--- config.mk ---
export PLATFORM = sky130hd
export DESIGN_NAME = sprite_blitter
export DESIGN_NICKNAME = d
export VERILOG_FILES = /design/src/rtl/boxhead_gfx_pkg.sv /design/src/rtl/blit_addr_gen.sv /design/src/rtl/sprite_blitter.sv
export SDC_FILE = /design/constraint.sdc
export NUM_CORES = 1
export LEC_CHECK = 0
export ABC_CLOCK_PERIOD_IN_PS = 11100
export CAP_MARGIN = 15
export CORE_MARGIN = 5
export CORE_UTILIZATION = 40
export CTS_CLUSTER_SIZE = 16
export DETAILED_ROUTE_END_ITERATION = 8
export DONT_BUFFER_PORTS = 1
export GPL_TIMING_DRIVEN = 0
export PLACE_DENSITY = 0.64
export SYNTH_ARGS = -nofsm -noshare
export SYNTH_HDL_FRONTEND = slang
export SYNTH_HIERARCHICAL = 1
export SYNTH_SLANG_ARGS = --single-unit
--- constraint.sdc ---
create_clock -name clk -period 11.1 [get_ports clk]
set_input_delay 1.665 -clock clk [delete_from_list [all_inputs] [get_ports clk]]
set_output_delay 1.665 -clock clk [all_outputs]
set_load 0.005 [all_outputs]
--- src/rtl/boxhead_gfx_pkg.sv ---
`default_nettype none
// +------------------------------------------------------------------+
// | Module : boxhead_gfx_pkg                                          |
// | Brief  : Shared constants and blit FSM state type                 |
// | Rev    : 1.0  initial release                                     |
// +------------------------------------------------------------------+
package boxhead_gfx_pkg;
  localparam int BLIT_ADDR_W  = 20;
  localparam int BLIT_DIM_W   = 7;
  localparam int BLIT_COORD_W = 11;
  localparam int FB_X_W       = 10;
  localparam int FB_Y_W       = 9;
  localparam int SCREEN_W     = 640;
  localparam int SCREEN_H     = 480;
  localparam logic [3:0] TRANSPARENT = 4'h0;

  typedef enum logic [1:0] {
    IDLE   = 2'd0,
    FETCH  = 2'd1,
    DRAIN  = 2'd2,
    FINISH = 2'd3
  } blit_state_e;
endpackage
`default_nettype wire

--- src/rtl/blit_addr_gen.sv ---
`default_nettype none
// +------------------------------------------------------------------+
// | Module : blit_addr_gen                                            |
// | Brief  : Sprite pixel address sequencer (col/row walk, h-flip)    |
// | Rev    : 1.0  initial release                                     |
// +------------------------------------------------------------------+
module blit_addr_gen
  import boxhead_gfx_pkg::*;
#(
  parameter int ADDR_W = BLIT_ADDR_W,
  parameter int DIM_W  = BLIT_DIM_W
) (
  input  logic              clk,
  input  logic              reset,
  input  logic              load,
  input  logic              advance,
  input  logic [ADDR_W-1:0] src_base,
  input  logic [DIM_W-1:0]  width,
  input  logic [DIM_W-1:0]  height,
  input  logic              flip_h,
  output logic [ADDR_W-1:0] read_addr,
  output logic [DIM_W-1:0]  col,
  output logic [DIM_W-1:0]  row,
  output logic              last
);
  localparam logic [ADDR_W-1:0] ADDR_ONE = {{(ADDR_W-1){1'b0}}, 1'b1};
  localparam logic [DIM_W-1:0]  DIM_ONE  = {{(DIM_W-1){1'b0}}, 1'b1};

  logic [DIM_W-1:0]  width_q, width_d, height_q, height_d;
  logic              flip_q, flip_d;
  logic [DIM_W-1:0]  col_q, col_d, row_q, row_d;
  logic [ADDR_W-1:0] row_base_q, row_base_d, addr_q, addr_d;
  logic [ADDR_W-1:0] w_ext, in_w_ext;

  assign w_ext     = {{(ADDR_W-DIM_W){1'b0}}, width_q};
  assign in_w_ext  = {{(ADDR_W-DIM_W){1'b0}}, width};
  assign last      = (col_q == width_q - DIM_ONE) && (row_q == height_q - DIM_ONE);
  assign read_addr = addr_q;
  assign col       = col_q;
  assign row       = row_q;

  // Next address: counters track the pixel whose address is currently on read_addr
  always_comb begin
    width_d    = width_q;
    height_d   = height_q;
    flip_d     = flip_q;
    col_d      = col_q;
    row_d      = row_q;
    row_base_d = row_base_q;
    addr_d     = addr_q;
    if (load) begin
      width_d    = width;
      height_d   = height;
      flip_d     = flip_h;
      col_d      = '0;
      row_d      = '0;
      row_base_d = src_base;
      addr_d     = flip_h ? (src_base + in_w_ext - ADDR_ONE) : src_base;
    end else if (advance && !last) begin
      if (col_q == width_q - DIM_ONE) begin
        col_d      = '0;
        row_d      = row_q + DIM_ONE;
        row_base_d = row_base_q + w_ext;
        // mirrored rows start at the rightmost pixel of the next row
        addr_d     = flip_q ? (row_base_q + w_ext + w_ext - ADDR_ONE) : (addr_q + ADDR_ONE);
      end else begin
        col_d  = col_q + DIM_ONE;
        addr_d = flip_q ? (addr_q - ADDR_ONE) : (addr_q + ADDR_ONE);
      end
    end
  end

  // Counter and address registers
  always_ff @(posedge clk) begin
    if (reset) begin
      width_q    <= '0;
      height_q   <= '0;
      flip_q     <= 1'b0;
      col_q      <= '0;
      row_q      <= '0;
      row_base_q <= '0;
      addr_q     <= '0;
    end else begin
      width_q    <= width_d;
      height_q   <= height_d;
      flip_q     <= flip_d;
      col_q      <= col_d;
      row_q      <= row_d;
      row_base_q <= row_base_d;
      addr_q     <= addr_d;
    end
  end
endmodule
`default_nettype wire

--- src/rtl/sprite_blitter.sv ---
`default_nettype none
// +------------------------------------------------------------------+
// | Module : sprite_blitter                                           |
// | Brief  : Sprite-to-framebuffer blitter with clipping/transparency |
// | Rev    : 1.0  initial release                                     |
// +------------------------------------------------------------------+
module sprite_blitter
  import boxhead_gfx_pkg::*;
#(
  parameter int ADDR_W  = BLIT_ADDR_W,
  parameter int DIM_W   = BLIT_DIM_W,
  parameter int COORD_W = BLIT_COORD_W
) (
  input  logic              clk,
  input  logic              reset,
  input  logic              start,
  input  logic [ADDR_W-1:0] src_base,
  input  logic [DIM_W-1:0]  width,
  input  logic [DIM_W-1:0]  height,
  input  logic [COORD_W-1:0] dst_x,
  input  logic [COORD_W-1:0] dst_y,
  input  logic              flip_h,
  output logic [ADDR_W-1:0] read_addr,
  input  logic [3:0]        pix_data,
  output logic              fb_we,
  output logic [FB_X_W-1:0] fb_x,
  output logic [FB_Y_W-1:0] fb_y,
  output logic [3:0]        fb_data,
  output logic              busy,
  output logic              done
);
  localparam logic [COORD_W:0] X_LIM = (COORD_W+1)'(SCREEN_W);
  localparam logic [COORD_W:0] Y_LIM = (COORD_W+1)'(SCREEN_H);

  blit_state_e        state_q, state_d;
  logic               busy_q, busy_d, done_q, done_d;
  logic [COORD_W-1:0] dst_x_q, dst_x_d, dst_y_q, dst_y_d;
  logic               s0_valid_q, s0_valid_d;
  logic               s1_valid_q, s1_valid_d, s1_inb_q, s1_inb_d;
  logic [FB_X_W-1:0]  s1_x_q, s1_x_d, fb_x_q, fb_x_d;
  logic [FB_Y_W-1:0]  s1_y_q, s1_y_d, fb_y_q, fb_y_d;
  logic               fb_we_q, fb_we_d;
  logic [3:0]         fb_data_q, fb_data_d;
  logic               load, advance, last;
  logic [DIM_W-1:0]   col, row;
  logic [COORD_W:0]   x_s0, y_s0;
  logic               in_b;

  blit_addr_gen #(.ADDR_W(ADDR_W), .DIM_W(DIM_W)) u_addr_gen (
    .clk      (clk),
    .reset    (reset),
    .load     (load),
    .advance  (advance),
    .src_base (src_base),
    .width    (width),
    .height   (height),
    .flip_h   (flip_h),
    .read_addr(read_addr),
    .col      (col),
    .row      (row),
    .last     (last)
  );

  // Stage-0 destination of the pixel on read_addr, widened by one bit so negatives stay visible
  assign x_s0 = {dst_x_q[COORD_W-1], dst_x_q} + {{(COORD_W+1-DIM_W){1'b0}}, col};
  assign y_s0 = {dst_y_q[COORD_W-1], dst_y_q} + {{(COORD_W+1-DIM_W){1'b0}}, row};
  assign in_b = !x_s0[COORD_W] && (x_s0 < X_LIM) && !y_s0[COORD_W] && (y_s0 < Y_LIM);

  // FSM sequencing and the two-stage pixel pipeline matching the memory latency
  always_comb begin
    state_d    = state_q;
    busy_d     = busy_q;
    done_d     = 1'b0;
    dst_x_d    = dst_x_q;
    dst_y_d    = dst_y_q;
    s0_valid_d = 1'b0;
    load       = 1'b0;
    advance    = 1'b0;
    case (state_q)
      IDLE: begin
        if (start) begin
          busy_d  = 1'b1;
          dst_x_d = dst_x;
          dst_y_d = dst_y;
          if (width == '0 || height == '0) begin
            state_d = FINISH;
          end else begin
            load       = 1'b1;
            s0_valid_d = 1'b1;
            state_d    = FETCH;
          end
        end
      end
      FETCH: begin
        if (last) begin
          state_d = DRAIN;
        end else begin
          advance    = 1'b1;
          s0_valid_d = 1'b1;
        end
      end
      // together with FINISH this gives the two cycles the last pixel needs to reach fb_*
      DRAIN:   state_d = FINISH;
      FINISH: begin
        state_d = IDLE;
        done_d  = 1'b1;
        busy_d  = 1'b0;
      end
      default: state_d = IDLE;
    endcase

    s1_valid_d = s0_valid_q;
    s1_inb_d   = in_b;
    s1_x_d     = x_s0[FB_X_W-1:0];
    s1_y_d     = y_s0[FB_Y_W-1:0];
    fb_we_d    = s1_valid_q && s1_inb_q && (pix_data != TRANSPARENT);
    fb_x_d     = s1_x_q;
    fb_y_d     = s1_y_q;
    fb_data_d  = pix_data;
  end

  // All control and output registers
  always_ff @(posedge clk) begin
    if (reset) begin
      state_q    <= IDLE;
      busy_q     <= 1'b0;
      done_q     <= 1'b0;
      dst_x_q    <= '0;
      dst_y_q    <= '0;
      s0_valid_q <= 1'b0;
      s1_valid_q <= 1'b0;
      s1_inb_q   <= 1'b0;
      s1_x_q     <= '0;
      s1_y_q     <= '0;
      fb_we_q    <= 1'b0;
      fb_x_q     <= '0;
      fb_y_q     <= '0;
      fb_data_q  <= '0;
    end else begin
      state_q    <= state_d;
      busy_q     <= busy_d;
      done_q     <= done_d;
      dst_x_q    <= dst_x_d;
      dst_y_q    <= dst_y_d;
      s0_valid_q <= s0_valid_d;
      s1_valid_q <= s1_valid_d;
      s1_inb_q   <= s1_inb_d;
      s1_x_q     <= s1_x_d;
      s1_y_q     <= s1_y_d;
      fb_we_q    <= fb_we_d;
      fb_x_q     <= fb_x_d;
      fb_y_q     <= fb_y_d;
      fb_data_q  <= fb_data_d;
    end
  end

  assign busy    = busy_q;
  assign done    = done_q;
  assign fb_we   = fb_we_q;
  assign fb_x    = fb_x_q;
  assign fb_y    = fb_y_q;
  assign fb_data = fb_data_q;
endmodule
`default_nettype wire

==> results of run 1 <==
flip-flops by register name, summed over array words and instances, names as in the netlist:
register,cells
done,1
state_q,2
fb_y_d,9
fb_we,1
u_addr_gen/read_addr,20
fb_y,9
s0_valid_q,1
u_addr_gen/row,7
s1_inb_q,1
busy,1
fb_x,10
fb_data,4
u_addr_gen/height_q,7
u_addr_gen/col,7
u_addr_gen/flip_q,1
dst_x_q,11
dst_y_q,11
u_addr_gen/width_q,7
u_addr_gen/row_base_q,20
fb_x_d,10
s1_valid_q,1
layout by cell type (no fill, tap or decap), types with 9 or more instances in the layout:
cell type,count
xor2_1,46
nand3_1,33
nor2b_1,40
clkbuf_1,56
or3_1,11
a21oi_1,92
o21ai_0,42
dfxtp_1,141
mux2i_1,26
nand4_1,15
inv_1,99
xnor2_1,69
nor3_1,36
ha_1,80
a21o_1,15
o21a_1,15
nand2b_1,15
nor4_1,9
a211oi_1,42
o211ai_1,14
clkbuf_16,17
nor2_1,116
nand2_1,117
and3_1,15
worst register-to-register path: cells and delay by family, from the launching register on:
family	cells	cell delay, ns
AOI/OAI and AO/OA	9	2.52
xor gates and xnor gates	1	0.26
adders and majority gates	4	1.24
buffers and inverters	1	0.04
DFF	1	0.39
and+or+nand+nor	2	0.39
worst paths after layout:
check	endpoint	cells after the start	startpoint	slack (ns)
setup / recovery	u_addr_gen/read_addr[18]	17	u_addr_gen/width_q[0]	6.16
setup reg to reg	u_addr_gen/read_addr[18]	17	u_addr_gen/width_q[0]	6.16
hold reg to reg	fb_x[4]	1	fb_x_d[4]	0.44
hold / removal	fb_x[4]	1	fb_x_d[4]	0.44
power by group through the flow:
stage          clock network [mW]  logic (mW)  registers, mW
6_report                    0.571        1.35          0.689
5_1_grt                     0.609        1.50          0.707
4_1_cts                     0.584        1.33          0.691
3_5_place_dp                    0        1.32          0.703
3_3_place_gp                    0        1.31          0.700
2_1_floorplan                   0        1.06          0.668
layer usage:
layer,share of wire,wire (µm),vias to the layer above
met5,0,0,-
met4,0.025,756,0
met3,0.084,2540,47
met2,0.43,12900,288
met1,0.46,13900,4276
li1,-,-,4748
logic make-up after synthesis:
logic type | after synthesis
buffers and inverters | 174
flip-flops | 141
AND/OR/NAND/NOR | 462
multiplexers | 27
AO/OA/AOI/OAI | 329
adder cells (fa/ha/maj) | 85
XOR/XNOR | 116
stage by stage:
| stage | power (mW) | std cells | hold WS (ns) | utilization |
|---|---|---|---|---|
| after floorplan | 1.72 | 1334 | 0.400 | - |
| after global placement | 2.01 | 1669 | 0.415 | 0.423 |
| after detailed placement | 2.02 | 1669 | 0.424 | 0.423 |
| after CTS | 2.61 | 1701 | 0.437 | 0.445 |
| after global routing | 2.82 | 1701 | 0.449 | 0.445 |
| final | 2.61 | 1701 | 0.435 | 0.445 |
area by class of cell:
cell class,instances,area [µm²],share of cell area
clock buffers,17,425,0.0365
inverters,101,379,0.0326
flip-flops and latches,141,2820,0.243
multi-input cells,1019,7090,0.609
plain buffers,73,335,0.0288
clock inverters,15,166,0.0143
well taps,335,419,0.0360
==> flow_summary.toml, run 1 <==
[status]
status = "completed"

[logic_synthesis]
postSynthAreaPerCell_um2 = 7.97
synth_edf_count = 0
ys_seq_area_frac = 0.266
synthFlopType = "dfxtp_1"
netlist_instances = 1334
syn-num-nets = 1483
ys_types = 95
yosysTopAreaCellShare = 0.266
synth_commonest_cells = "dfxtp_1, nand2_1, nor2_1"
yosys_register_bits = 141
synth.most_common_cell = "dfxtp_1"
synth_compound_area_frac = 0.221
synth_warnings = 6
synth_fa_ha_area_frac = 0.104
yosys.area.top_type = "dfxtp_1"
yosys.area_share.simple = 0.221
netlist_area_um2 = 10600
synth_top_family_by_area = "compound AO/OA/AOI/OAI gates"
yosys-top-cells-area = "dfxtp_1, ha_1, xnor2_1, a21oi_1, nand2_1"
async_flop_share = 0
muxShareOfSynthArea = 0.0255
synthXorXnorAreaFrac = 0.0963

[power]
powerDensity_nw_per_um2 = 224
p_int_mw = 1.45
p_sw_mw = 1.15
clock_power_share = 0.219
peakVddDrop_v = 0.000146
combPwrFrac = 0.516
p_leak_nw = 4.67
seq_power_share = 0.264
p_sw_frac = 0.443

[layout]
nNetsFinal = 1502
drive_gt1_frac = 0.0681
area_growth_pct = 9.51
antenna-diode-count = 0
fin_area_um2 = 11600
fillers = 2653

[grt]
grt_pass1_wl_um = 48300
grtUsageMet1 = 0.269
gr-usage-met3 = 0.0594
overflow = 0
grt_pass1_vias = 8903
grt_usage = 0.199
antenna_found_initial = 0
met2_usage = 0.307
grt_max_degree = 18
grt.busiest_layer = "met2"

[job]
drv_cap = 0

[clock_network]
ctsHoldBuffers = 0
clkTransAtPathRegs_ns = 0.07
cts_made_buffers = 17
ctsHtreeMaxLevel = 4
cts_tree = "built"
cts.sink_count = 141
postCtsSetupBuffers = 0
post_cts_resized = 0
cts_buffer_depth = 2
cts-root-buf = "clkbuf_16"
clkLatencyLatePin_ns = 0.43

[critical_path]
end_kind = "register"
cpLargestDelayFamily = "compound AO/OA/AOI/OAI gates"
critPathArrivalTime_ns = 5.28
slowest_delay_ns = 0.45
start_kind = "register"
worstPathMaxFanout = 6
cp_common_cell = "ha_1"
criticalPathCategory = "register to register"
slowest_stage = "fa_1"
worstPathRequired_ns = 11.44
cp_num_buf_inv = 1
crit_chain = "ha_1, fa_1, a211oi_2, o21ai_1, xnor2_1, ha_1, inv_1, ha_1, a2111oi_0, o21ai_0, a41oi_1, o31ai_2, a2111oi_4, o21ai_1, and3_1, o31a_1, nor4_2"

[sta]
worst_pin_slew_ns = 0.893
tns_ns = 0
min_period_ns = 4.94
setup_violations = 0
fin_skew_ns = 0.0175
drv_slew = 0
rsz0062_at_grt = "false"
fin_ws_ns = 6.16
relSlewSlack = 0.405
post-route-period-util = 0.445
fmax_ghz = 0.203
hold_violations = 0

[place]
dp_hpwl_um = 23600
dpl_cell_area_um2 = 11000
dp_slack_ns = 6.29
port_buffers = 0
routabilityCongestion = 0.942

[detailed_routing]
wl_um = 30200
drt_iter0_markers = 643
vias = 9359
first_pass_iters = 5
ant_nets = 0
vias_per_cell = 5.50
wire_per_inst_um = 17.7
route.detailed.drc = 0

[floorplanning]
fp.dieW_um = 173
fp-row-count = 59
ios = 110
die_h_um = 173
core_um2 = 26100
start_util = 0.407
die_area_um2 = 29900

[hold_path]
hold_path_class = "register to register"
No activity file was read; power rests on OpenSTA's default activity.
==> run 2, diff against run 1 <==
ABC_CLOCK_PERIOD_IN_PS = 4400   (was 11100)
PLACE_DENSITY = 0.66   (was 0.64)
clock period = 4.4 ns   (was 11.1 ns; I/O delays follow)
==> flow_summary.toml, run 2 (same netlist as run 1, synthesis figures left out) <==
[power]
seq_power_share = 0.252
power_mw = 6.95
p_sw_frac = 0.438
p_int_mw = 3.91
clock_power_share = 0.209
powerDensity_nw_per_um2 = 578
combPwrFrac = 0.539
peakVddDrop_v = 0.000361
p_sw_mw = 3.04
p_leak_nw = 4.75

[floorplanning]
core_um2 = 26100
die_h_um = 173
start_util = 0.407
fp-row-count = 59
fp.dieW_um = 173
die_area_um2 = 29900
ios = 110

[sta]
min_period_ns = 4.24
tns_ns = 0
drv_slew = 0
hold_violations = 0
fin_skew_ns = 0.0152
fmax_ghz = 0.236
worst_pin_slew_ns = 0.908
setup_violations = 0
relSlewSlack = 0.395
fin_ws_ns = 0.162
post-route-period-util = 0.963

[critical_path]
slowest_delay_ns = 0.50
cp_num_buf_inv = 2
critPathArrivalTime_ns = 4.57
slowest_stage = "or4_1"
criticalPathCategory = "register to register"
start_kind = "register"
worstPathMaxFanout = 7
end_kind = "register"
cpLargestDelayFamily = "simple AND/OR/NAND/NOR gates"
crit_chain = "ha_4, fa_2, a211oi_4, buf_4, o21a_4, nor2_4, and3_4, xor2_2, inv_1, ha_4, o21ai_4, or4_1, nand4_2, o21a_4, a41oi_2, a221o_1, and3_1, nor4bb_2"
worstPathRequired_ns = 4.73

[grt]
grt_pass1_vias = 9123
grt_max_degree = 17
grt_pass1_wl_um = 48600
antenna_found_initial = 0
overflow = 0
grt_usage = 0.200

[layout]
fillers = 2619
drive_gt1_frac = 0.111
antenna-diode-count = 0
final_common_cell = "dfxtp_1"
regArea_um2 = 2840
area_growth_pct = 13.2
nNetsFinal = 1516
multi_input_area_um2 = 7360
mostFrequentLayoutCells = "dfxtp_1, nand2_1, nor2_1"

[detailed_routing]
drt_iter0_markers = 671
wl_um = 31000
vias_per_cell = 5.63
route.detailed.drc = 0
first_pass_iters = 5
wire_per_inst_um = 18.1
vias = 9649
ant_nets = 0

[place]
dp_hpwl_um = 23800
routabilityCongestion = 0.944
port_buffers = 0
dp_slack_ns = -0.407

[status]
status = "completed"

[hold_path]
hold_path_class = "primary input to register"

[clock_network]
cts_buffer_depth = 2
ctsHtreeMaxLevel = 4
clkLatencyLatePin_ns = 0.43
clkTransAtPathRegs_ns = 0.07
ctsHoldBuffers = 0
cts-root-buf = "clkbuf_16"
cts_tree = "built"
cts.sink_count = 141
cts_made_buffers = 17

[job]
drv_cap = 0
-- run 2: cell count changes in the layout (fill, tap and decap cells not counted), sizes merged --
cell    previous run  this run
buf               13        27
clkinv             4         3
clkbuf            77        78
inv              110       109
bufinv             0         1
-- run 2: through the flow --
step	hold WS, ns	instances	cell area (µm²)	utilization
5_1_grt	0.346	1715	12000	0.460
6_report	0.354	1715	12000	0.460
4_1_cts	0.346	1706	11800	0.450
2_1_floorplan	0.400	1334	10600	-
3_5_place_dp	0.425	1669	11000	0.423
3_3_place_gp	0.415	1669	11000	0.423
-- run 2: cell type report --
class | instances | area share
inverter | 101 | 0.0315
timing repair buffer | 14 | 0.00874
buffer | 73 | 0.0287
clock buffer | 18 | 0.0365
clock inverter | 14 | 0.0123
sequential | 141 | 0.236
multi-input combinational | 1019 | 0.612
tap | 335 | 0.0348
-- run 2: timing repair --
| item | in CTS | in global routing |
|---|---|---|
| pin swaps | 5 | 16 |
| hold endpoints to repair | 0 | 0 |
| gates resized for setup | 23 | 44 |
| buffers inserted | 5 | 9 |
| setup endpoints to repair | 8 | 13 |
-- run 2: power by group through the flow --
stage	logic, mW	registers, mW	clock network, mW
after global placement	3.30	1.76	0
final	3.74	1.75	1.45
after detailed placement	3.34	1.77	0
after floorplan	2.66	1.68	0
after CTS	3.47	1.75	1.47
after global routing	4.09	1.79	1.54
-- run 2: path summary, 6_finish.rpt --
| check | cells past startpoint | start | slack [ns] | end |
|---|---|---|---|---|
| hold / removal | 2 | dst_y[0] | 0.35 | dst_y_q[0] |
| setup / recovery | 18 | u_addr_gen/width_q[0] | 0.16 | u_addr_gen/read_addr[19] |
| setup reg to reg | 18 | u_addr_gen/width_q[0] | 0.16 | u_addr_gen/read_addr[19] |
| hold reg to reg | 1 | fb_x_d[2] | 0.44 | fb_x[2] |
-- run 2: layer usage --
layer | vias to the layer above | part of all wire | routed length, µm | track usage
li1 | 4782 | - | - | -
met1 | 4483 | 0.46 | 14200 | 0.273
met2 | 330 | 0.43 | 13300 | 0.309
met3 | 54 | 0.081 | 2510 | 0.0522
met4 | 0 | 0.029 | 906 | 0.0639
met5 | - | 0 | 0 | 0
